`src/rtl/fir_pkg.sv`:
```
// Shared constants and helpers for the FIR datapath and its output stages.
package fir_pkg;
  localparam int ACC_W    = 16;
  localparam int SAMPLE_W = 8;

  typedef logic signed [ACC_W:0] wide_t;

  // Clip a widened filter value into the signed range of an out_w-bit sample.
  function automatic wide_t saturate(input wide_t v, input int out_w);
    wide_t hi;
    wide_t lo;
    hi = wide_t'((1 << (out_w - 1)) - 1);
    lo = -hi - wide_t'(1);
    if (v > hi) return hi;
    if (v < lo) return lo;
    return v;
  endfunction
endpackage

```
`src/rtl/sync_fifo.sv`:
```
// Synchronous FIFO with a registered head word; the head always shows the oldest entry.
module sync_fifo #(
  parameter int WIDTH = 8,
  parameter int DEPTH = 4
) (
  input  logic                       clk,
  input  logic                       reset,
  input  logic                       push,
  input  logic                       pop,
  input  logic [WIDTH-1:0]           wdata,
  output logic [WIDTH-1:0]           rdata,
  output logic                       full,
  output logic                       empty,
  output logic [$clog2(DEPTH):0]     count
);
  localparam int AW = $clog2(DEPTH);
  localparam int CW = AW + 1;

  logic [WIDTH-1:0] mem [DEPTH];
  logic [AW-1:0]    wr_ptr;
  logic [AW-1:0]    rd_ptr;
  logic [AW-1:0]    rd_next;
  logic             do_push;
  logic             do_pop;

  assign full    = (count == CW'(DEPTH));
  assign empty   = (count == '0);
  assign do_pop  = pop && !empty;
  // A full FIFO still accepts a write when the same cycle frees the head slot.
  assign do_push = push && (!full || do_pop);
  assign rd_next = rd_ptr + AW'(do_pop);

  always_ff @(posedge clk) begin
    if (do_push) mem[wr_ptr] <= wdata;
  end

  always_ff @(posedge clk) begin
    if (reset) begin
      wr_ptr <= '0;
      rd_ptr <= '0;
      count  <= '0;
      rdata  <= '0;
    end else begin
      wr_ptr <= wr_ptr + AW'(do_push);
      rd_ptr <= rd_next;
      count  <= count + CW'(do_push) - CW'(do_pop);
      if (do_push && (count == CW'(do_pop)))
        rdata <= wdata;
      else if (count > CW'(do_pop))
        rdata <= mem[rd_next];
    end
  end
endmodule

```
`src/rtl/fir_decim_requant.sv`:
```
// FIR output stage: decimate, round-and-shift, saturate, then buffer for the consumer.
module fir_decim_requant
  import fir_pkg::*;
#(
  parameter int DECIM = 4,
  parameter int SHIFT = 4,
  parameter int OUT_W = SAMPLE_W,
  parameter int DEPTH = 4
) (
  input  logic             clk,
  input  logic             reset,
  input  logic [ACC_W-1:0] y_in,
  input  logic             in_valid,
  output logic [OUT_W-1:0] out_data,
  output logic             out_valid,
  input  logic             out_ready,
  output logic             sat,
  output logic             drop,
  output logic             overrun
);
  localparam int    PH_W = (DECIM > 1) ? $clog2(DECIM) : 1;
  localparam wide_t RND  = wide_t'((1 << SHIFT) >> 1);

  logic [PH_W-1:0]     phase;
  logic                accept;
  wide_t               sum;
  wide_t               s1_r;
  wide_t               clipped;
  logic                s1_valid;
  logic                s2_valid;
  logic                s2_sat;
  logic [OUT_W-1:0]    s2_data;
  logic                fifo_full;
  logic                fifo_empty;
  logic                pop;
  logic [$clog2(DEPTH):0] fifo_count;

  assign accept  = in_valid && (phase == '0);
  assign sum     = {y_in[ACC_W-1], y_in} + RND;
  assign clipped = saturate(s1_r, OUT_W);

  always_ff @(posedge clk) begin
    if (reset) begin
      phase    <= '0;
      s1_valid <= 1'b0;
      s1_r     <= '0;
      s2_valid <= 1'b0;
      s2_sat   <= 1'b0;
      s2_data  <= '0;
      overrun  <= 1'b0;
    end else begin
      if (in_valid)
        phase <= (phase == PH_W'(DECIM - 1)) ? '0 : phase + 1'b1;
      s1_valid <= accept;
      if (accept) s1_r <= sum >>> SHIFT;
      s2_valid <= s1_valid;
      if (s1_valid) begin
        s2_data <= clipped[OUT_W-1:0];
        s2_sat  <= (clipped != s1_r);
      end
      if (drop) overrun <= 1'b1;
    end
  end

  // Output handshake: a word transfers on any rising edge where out_valid and
  // out_ready are both high; out_data stays frozen while out_valid waits on out_ready.
  assign out_valid = !fifo_empty;
  assign pop       = out_valid && out_ready;
  assign sat       = s2_valid && s2_sat;
  assign drop      = s2_valid && fifo_full && !pop;

  sync_fifo #(.WIDTH(OUT_W), .DEPTH(DEPTH)) u_fifo (
    .clk   (clk),
    .reset (reset),
    .push  (s2_valid),
    .pop   (pop),
    .wdata (s2_data),
    .rdata (out_data),
    .full  (fifo_full),
    .empty (fifo_empty),
    .count (fifo_count)
  );

  a_count_range : assert property (@(posedge clk) disable iff (reset)
    (fifo_count <= ($clog2(DEPTH)+1)'(DEPTH)) && (fifo_full == (fifo_count == ($clog2(DEPTH)+1)'(DEPTH))));
endmodule

```
`config.mk`:
```
export PLATFORM = sky130hd
export DESIGN_NAME = fir_decim_requant
export DESIGN_NICKNAME = d
export VERILOG_FILES = /design/src/rtl/fir_pkg.sv /design/src/rtl/sync_fifo.sv /design/src/rtl/fir_decim_requant.sv
export SDC_FILE = /design/constraint.sdc
export NUM_CORES = 1
export LEC_CHECK = 0
export ABC_CLOCK_PERIOD_IN_PS = 5900
export CAP_MARGIN = 40
export CORE_UTILIZATION = 61
export CTS_CLUSTER_SIZE = 16
export DETAILED_ROUTE_END_ITERATION = 12
export MAX_ROUTING_LAYER = met4
export PLACE_DENSITY = 0.84
export SYNTH_ARGS = -nofsm -noshare
export SYNTH_HDL_FRONTEND = slang
export SYNTH_SLANG_ARGS = --single-unit
```
`constraint.sdc`:
```
create_clock -name clk -period 5.9 [get_ports clk]
set_clock_uncertainty 0.15 [all_clocks]
set_input_delay 1.77 -clock clk [delete_from_list [all_inputs] [get_ports clk]]
set_output_delay 1.77 -clock clk [all_outputs]
set_load 0.02 [all_outputs]
```
# Yosys cells after proc, flatten, opt, wreduce, memory -nomap -nowiden
# Memory sizes are Yosys's and may differ from the RTL's.
# Cells that the tools add are included.
# totals
regBits	42
ram_bits	32
output_inout_bits	12
word_cells	52
n_memories	1
# memory_table
memory	depth	width	rd	rd_ports_with_merged_regs	write_ports	line	text
u_fifo.mem	4	8	1	0	1	sync_fifo.sv:19	logic [WIDTH-1:0] mem [DEPTH];
# classes
n_addsub	6
n_lt_le_gt_ge	3
n_eq_ne	4
mux	12
n_reduce_logical	15
# ops
operator	count
17-bit two-way mux	4
16-bit by 5-bit adder with 17-bit output, second input constant	1
17-bit by 13-bit inequality test with 1-bit output	1
8-bit two-way mux	2
13-bit by 8-bit > comparator with 1-bit output, second input constant	1
13-bit by 8-bit < comparator with 1-bit output, second input constant	1
1-bit logical AND	8
1-bit two-way mux	5
2-bit by 1-bit adder with 2-bit output	2
3-bit by 1-bit adder with 3-bit output	1
3-bit by 1-bit equality test with 1-bit output	1
3-bit equality test, second input constant	1
3-bit by 1-bit > comparator with 1-bit output	1
1-bit logical NOT	3
3-bit logical NOT	1
3-bit by 1-bit subtractor with 3-bit output	1
2-bit by 1-bit adder with 2-bit output, second input constant	1
2-bit equality test, second input constant	1
2-bit logical NOT	1
2-bit two-way mux	1
2-bit nonzero test	1
1-bit logical OR	1

# Logic depth before layout (Yosys ltp)
# depth
ltp_word	8
mapped_depth	10
mapped_depth_nobuf	10

# By module
# A second synthesis with hierarchy kept.
# hier_totals
hier_cells	289
hier_area_um2	3316.9
# by_module_without_submodules
module	instances	cells_each	area_each_um2	seq_area_each_um2
sync_fifo	1	131	1945.6	1261.2
fir_decim_requant	1	158	1371.3	540.5

# Least setup slack after synthesis
# No wires, ideal clock.
# synth_path
kind	in2out
startpoint	in out_ready
endpoint	out drop
arrival_ns	2.334
t_required_ns	3.980
path_slack_ns	1.646
stages	2
cell_sequence	nor4b_1 and2_1
# synth_between
elab_chain_len	3
# synth_rtl
element	line	text
start: declaration	fir_decim_requant.sv:16	input logic out_ready,
1-bit logical AND	fir_decim_requant.sv:68	assign pop = out_valid && out_ready;
1-bit logical NOT	fir_decim_requant.sv:70	assign drop = s2_valid && fifo_full && !pop;
1-bit logical AND	fir_decim_requant.sv:70	
end: declaration	fir_decim_requant.sv:18	output logic drop,
# Every way passes these cells.

# Final worst setup path
# Ends and elaborated chain as after synthesis.

==> out/results.ini <==
[run_status]
outcome=finished, final reports clean

[pwr]
p_leak_nw=1.33
vdd_drop_max_uv=211
power_mw=1.43
p_per_area_mw_per_mm2=377

[synthesis]
synth_compound_area_share_pct=10.3
yosysSeqAreaShare_pct=55.4
synth_adder_area_share_pct=4.46
synthesis.yosys.warnings=0
synthFlopType=dfxtp_1
synth_top_family_by_area=simple AND/OR/NAND/NOR gates
synthSimpleGateAreaFrac_pct=16.8
synth-edff-count=32
synth_area_leaders=edfxtp_1 (30%), dfxtp_1 (26%), mux2i_1 (4.6%)
muxShareOfSynthArea_pct=6.11
yosys.area.top_type=edfxtp_1
yosysTopAreaCellShare_pct=29.5
syn_inst=288
ys_types=46
syn_nets=319
avgSynthCellArea_um2=11.3
synth_area_mm2=0.00325
synth_commonest_cells=dfxtp_1 (42), nor2_1 (33), edfxtp_1 (32)
synthArstFlopShare_pct=0
synth_seq_cells=74
synthXorXnorAreaFrac_pct=4.08
synth.most_common_cell=dfxtp_1

[grt]
antenna_found_initial=0
grtUsageTotal_pct=24.6
grt_max_degree=25
grt_pass1_wl_mm=9.71
grt_pass1_vias=2204
gr-total-overflow=0

[critical_path]
path_max_fanout=2
criticalPathCategory=input pin to output pin
cpMaxStageDelayCell=clkdlybuf4s50_1
crit_path_end_kind=output pin
r2r_setup_slack_ns=3.03
required_ns=3.98
crit_end=drop
worstPathCellList=clkdlybuf4s50_1 -> nor4b_1 -> and2_1 -> clkdlybuf4s50_1
worstSetupStartpointType=input pin
cpMostUsedCell=clkdlybuf4s50_1
timing.rr.start=u_fifo.count[1]
slowest_delay_ns=0.61
reg2reg_depth=8
critPathArrivalTime_ns=3.32
critical_path.startpoint=out_ready
r2r-end=u_fifo.rdata[6]

[clock_tree]
cts_resized=0
cts_tree=done
clockBufferDepth=2
hold_buffers=0
clk_latency_ns=0.35
path_clk_slew_ns=0.07
h-tree-depth=3
cts_buffers=9
post_cts_buffers=0
cts_root_buf=clkbuf_8
cts.sinks=74

[placed_design]
place_ws_ns=0.652
place_congestion=0.753
place_hpwl_mm=4.43
io_buffers=28
dp_cells=375

[die]
coreArea_mm2=0.00511
ios=32
die_h_um=75.0
die_area_mm2=0.00563
die_x_um=75.0
start_util_pct=63.7
rows=26

[route]
vias=2276
viasPerCell=5.82
drt_iter0_drc=141
wire_per_inst_um=15.6
drc=0
firstDrtPassIters=5
drt.antenna.violating_nets=0
drt_wl_total_mm=6.09

[timing]
setup_ws_ns=0.661
tns_ns=0
hold_slack_ns=0.327
setup-violations-final=0
hold_violations=0
worst_pin_slew_ns=0.920
finalCritPeriodShare_pct=88.8
maxSlewHeadroom_pct=38.6
rsz0062_at_grt=false
max_freq_mhz=191
fin_crit_ns=5.24
slew_viol_final=0

[layout]
areaGrowthSynthToFinish_pct=16.5
nNetsFinal=347
drive_gt1_share_pct=7.17
diodes=0
fin_cells=391

[worst_hold_path]
hold_class=flop to flop

[flow_run]
maxCapViolCount=0

stage by stage:
stage          area [um^2]  utilization (%)
6_report              3790             74.3
3_3_place_gp          3570             69.8
3_5_place_dp          3600             70.5
5_1_grt               3790             74.3
2_1_floorplan         3250                -
4_1_cts               3790             74.3
worst min path at each step:
stage | startpoint | to | slack (ns) | cells past startpoint
after detailed placement | s1_r[0] | s1_r[0] | 0.32 | 2
after CTS | s1_r[0] | s1_r[0] | 0.33 | 2
final | s1_r[0] | s1_r[0] | 0.33 | 2
after global placement | overrun | overrun | 0.30 | 2
after floorplan | s1_r[0] | s1_r[0] | 0.30 | 2
after global routing | s1_r[0] | s1_r[0] | 0.34 | 2
area by class of cell:
cell class | count | area [um^2]
fill | 367 | 1320
inverter | 8 | 30.0
clock buffer | 9 | 124
clock inverter | 7 | 70.1
timing repair buffer | 31 | 320
sequential | 74 | 1800
multi-input combinational | 192 | 1360
tap | 70 | 87.6
state kept, by name, indices dropped and copies added (netlist names):
register / flops
u_fifo.rdata: 8
u_fifo.wr_ptr: 2
overrun: 1
s2_sat: 1
s2_valid: 1
u_fifo.mem: 32
s1_valid: 1
s1_r: 13
u_fifo.count: 3
phase: 2
s2_data: 8
u_fifo.rd_ptr: 2
where the power goes:
group / internal, mW / switching, mW
Clock: 0.193 / 0.187
Sequential: 0.584 / 0.0358
Combinational: 0.200 / 0.231
metal layers:
layer | share of wire (%) | GRT usage (%)
met1 | 38 | 24.5
met5 | 0 | -
met2 | 55 | 44.6
met4 | 2.1 | 11.7
met3 | 4.8 | 6.43
logic make-up after synthesis:
kind of cell | Yosys count
simple gates | 107
xor+xnor | 13
flops | 74
fa+ha+maj | 11
buf+inv | 22
compound gates | 43
mux | 18
placed cells by master, fill, tap and decap left out, types with 2 or more instances in the layout:
cell type	count
nor4_1	2
mux2i_1	15
nor3b_1	2
nand4_1	2
clkinv_2	2
xor2_1	6
a2bb2oi_1	5
edfxtp_1	32
mux2_2	2
nand2b_1	8
and2_1	5
clkbuf_8	9
a311o_1	2
dfxtp_1	42
clkdlybuf4s50_1	28
ha_1	10
and3_1	4
nand2_1	17
clkinvlp_4	4
nor2_1	33
a211oi_1	18
o221ai_1	5
xnor2_1	6
or3_1	2
or4_1	5
inv_1	8
nand3_1	7
a21oi_1	3
and4_1	2
nor3_1	9
nor2b_1	6
critical path: cells and delay by family:
kind	cells	cell delay, ns
AND/OR/NAND/NOR	2	0.52
buffers and inverters	2	1.03
Power figures use the tool's default switching activity.
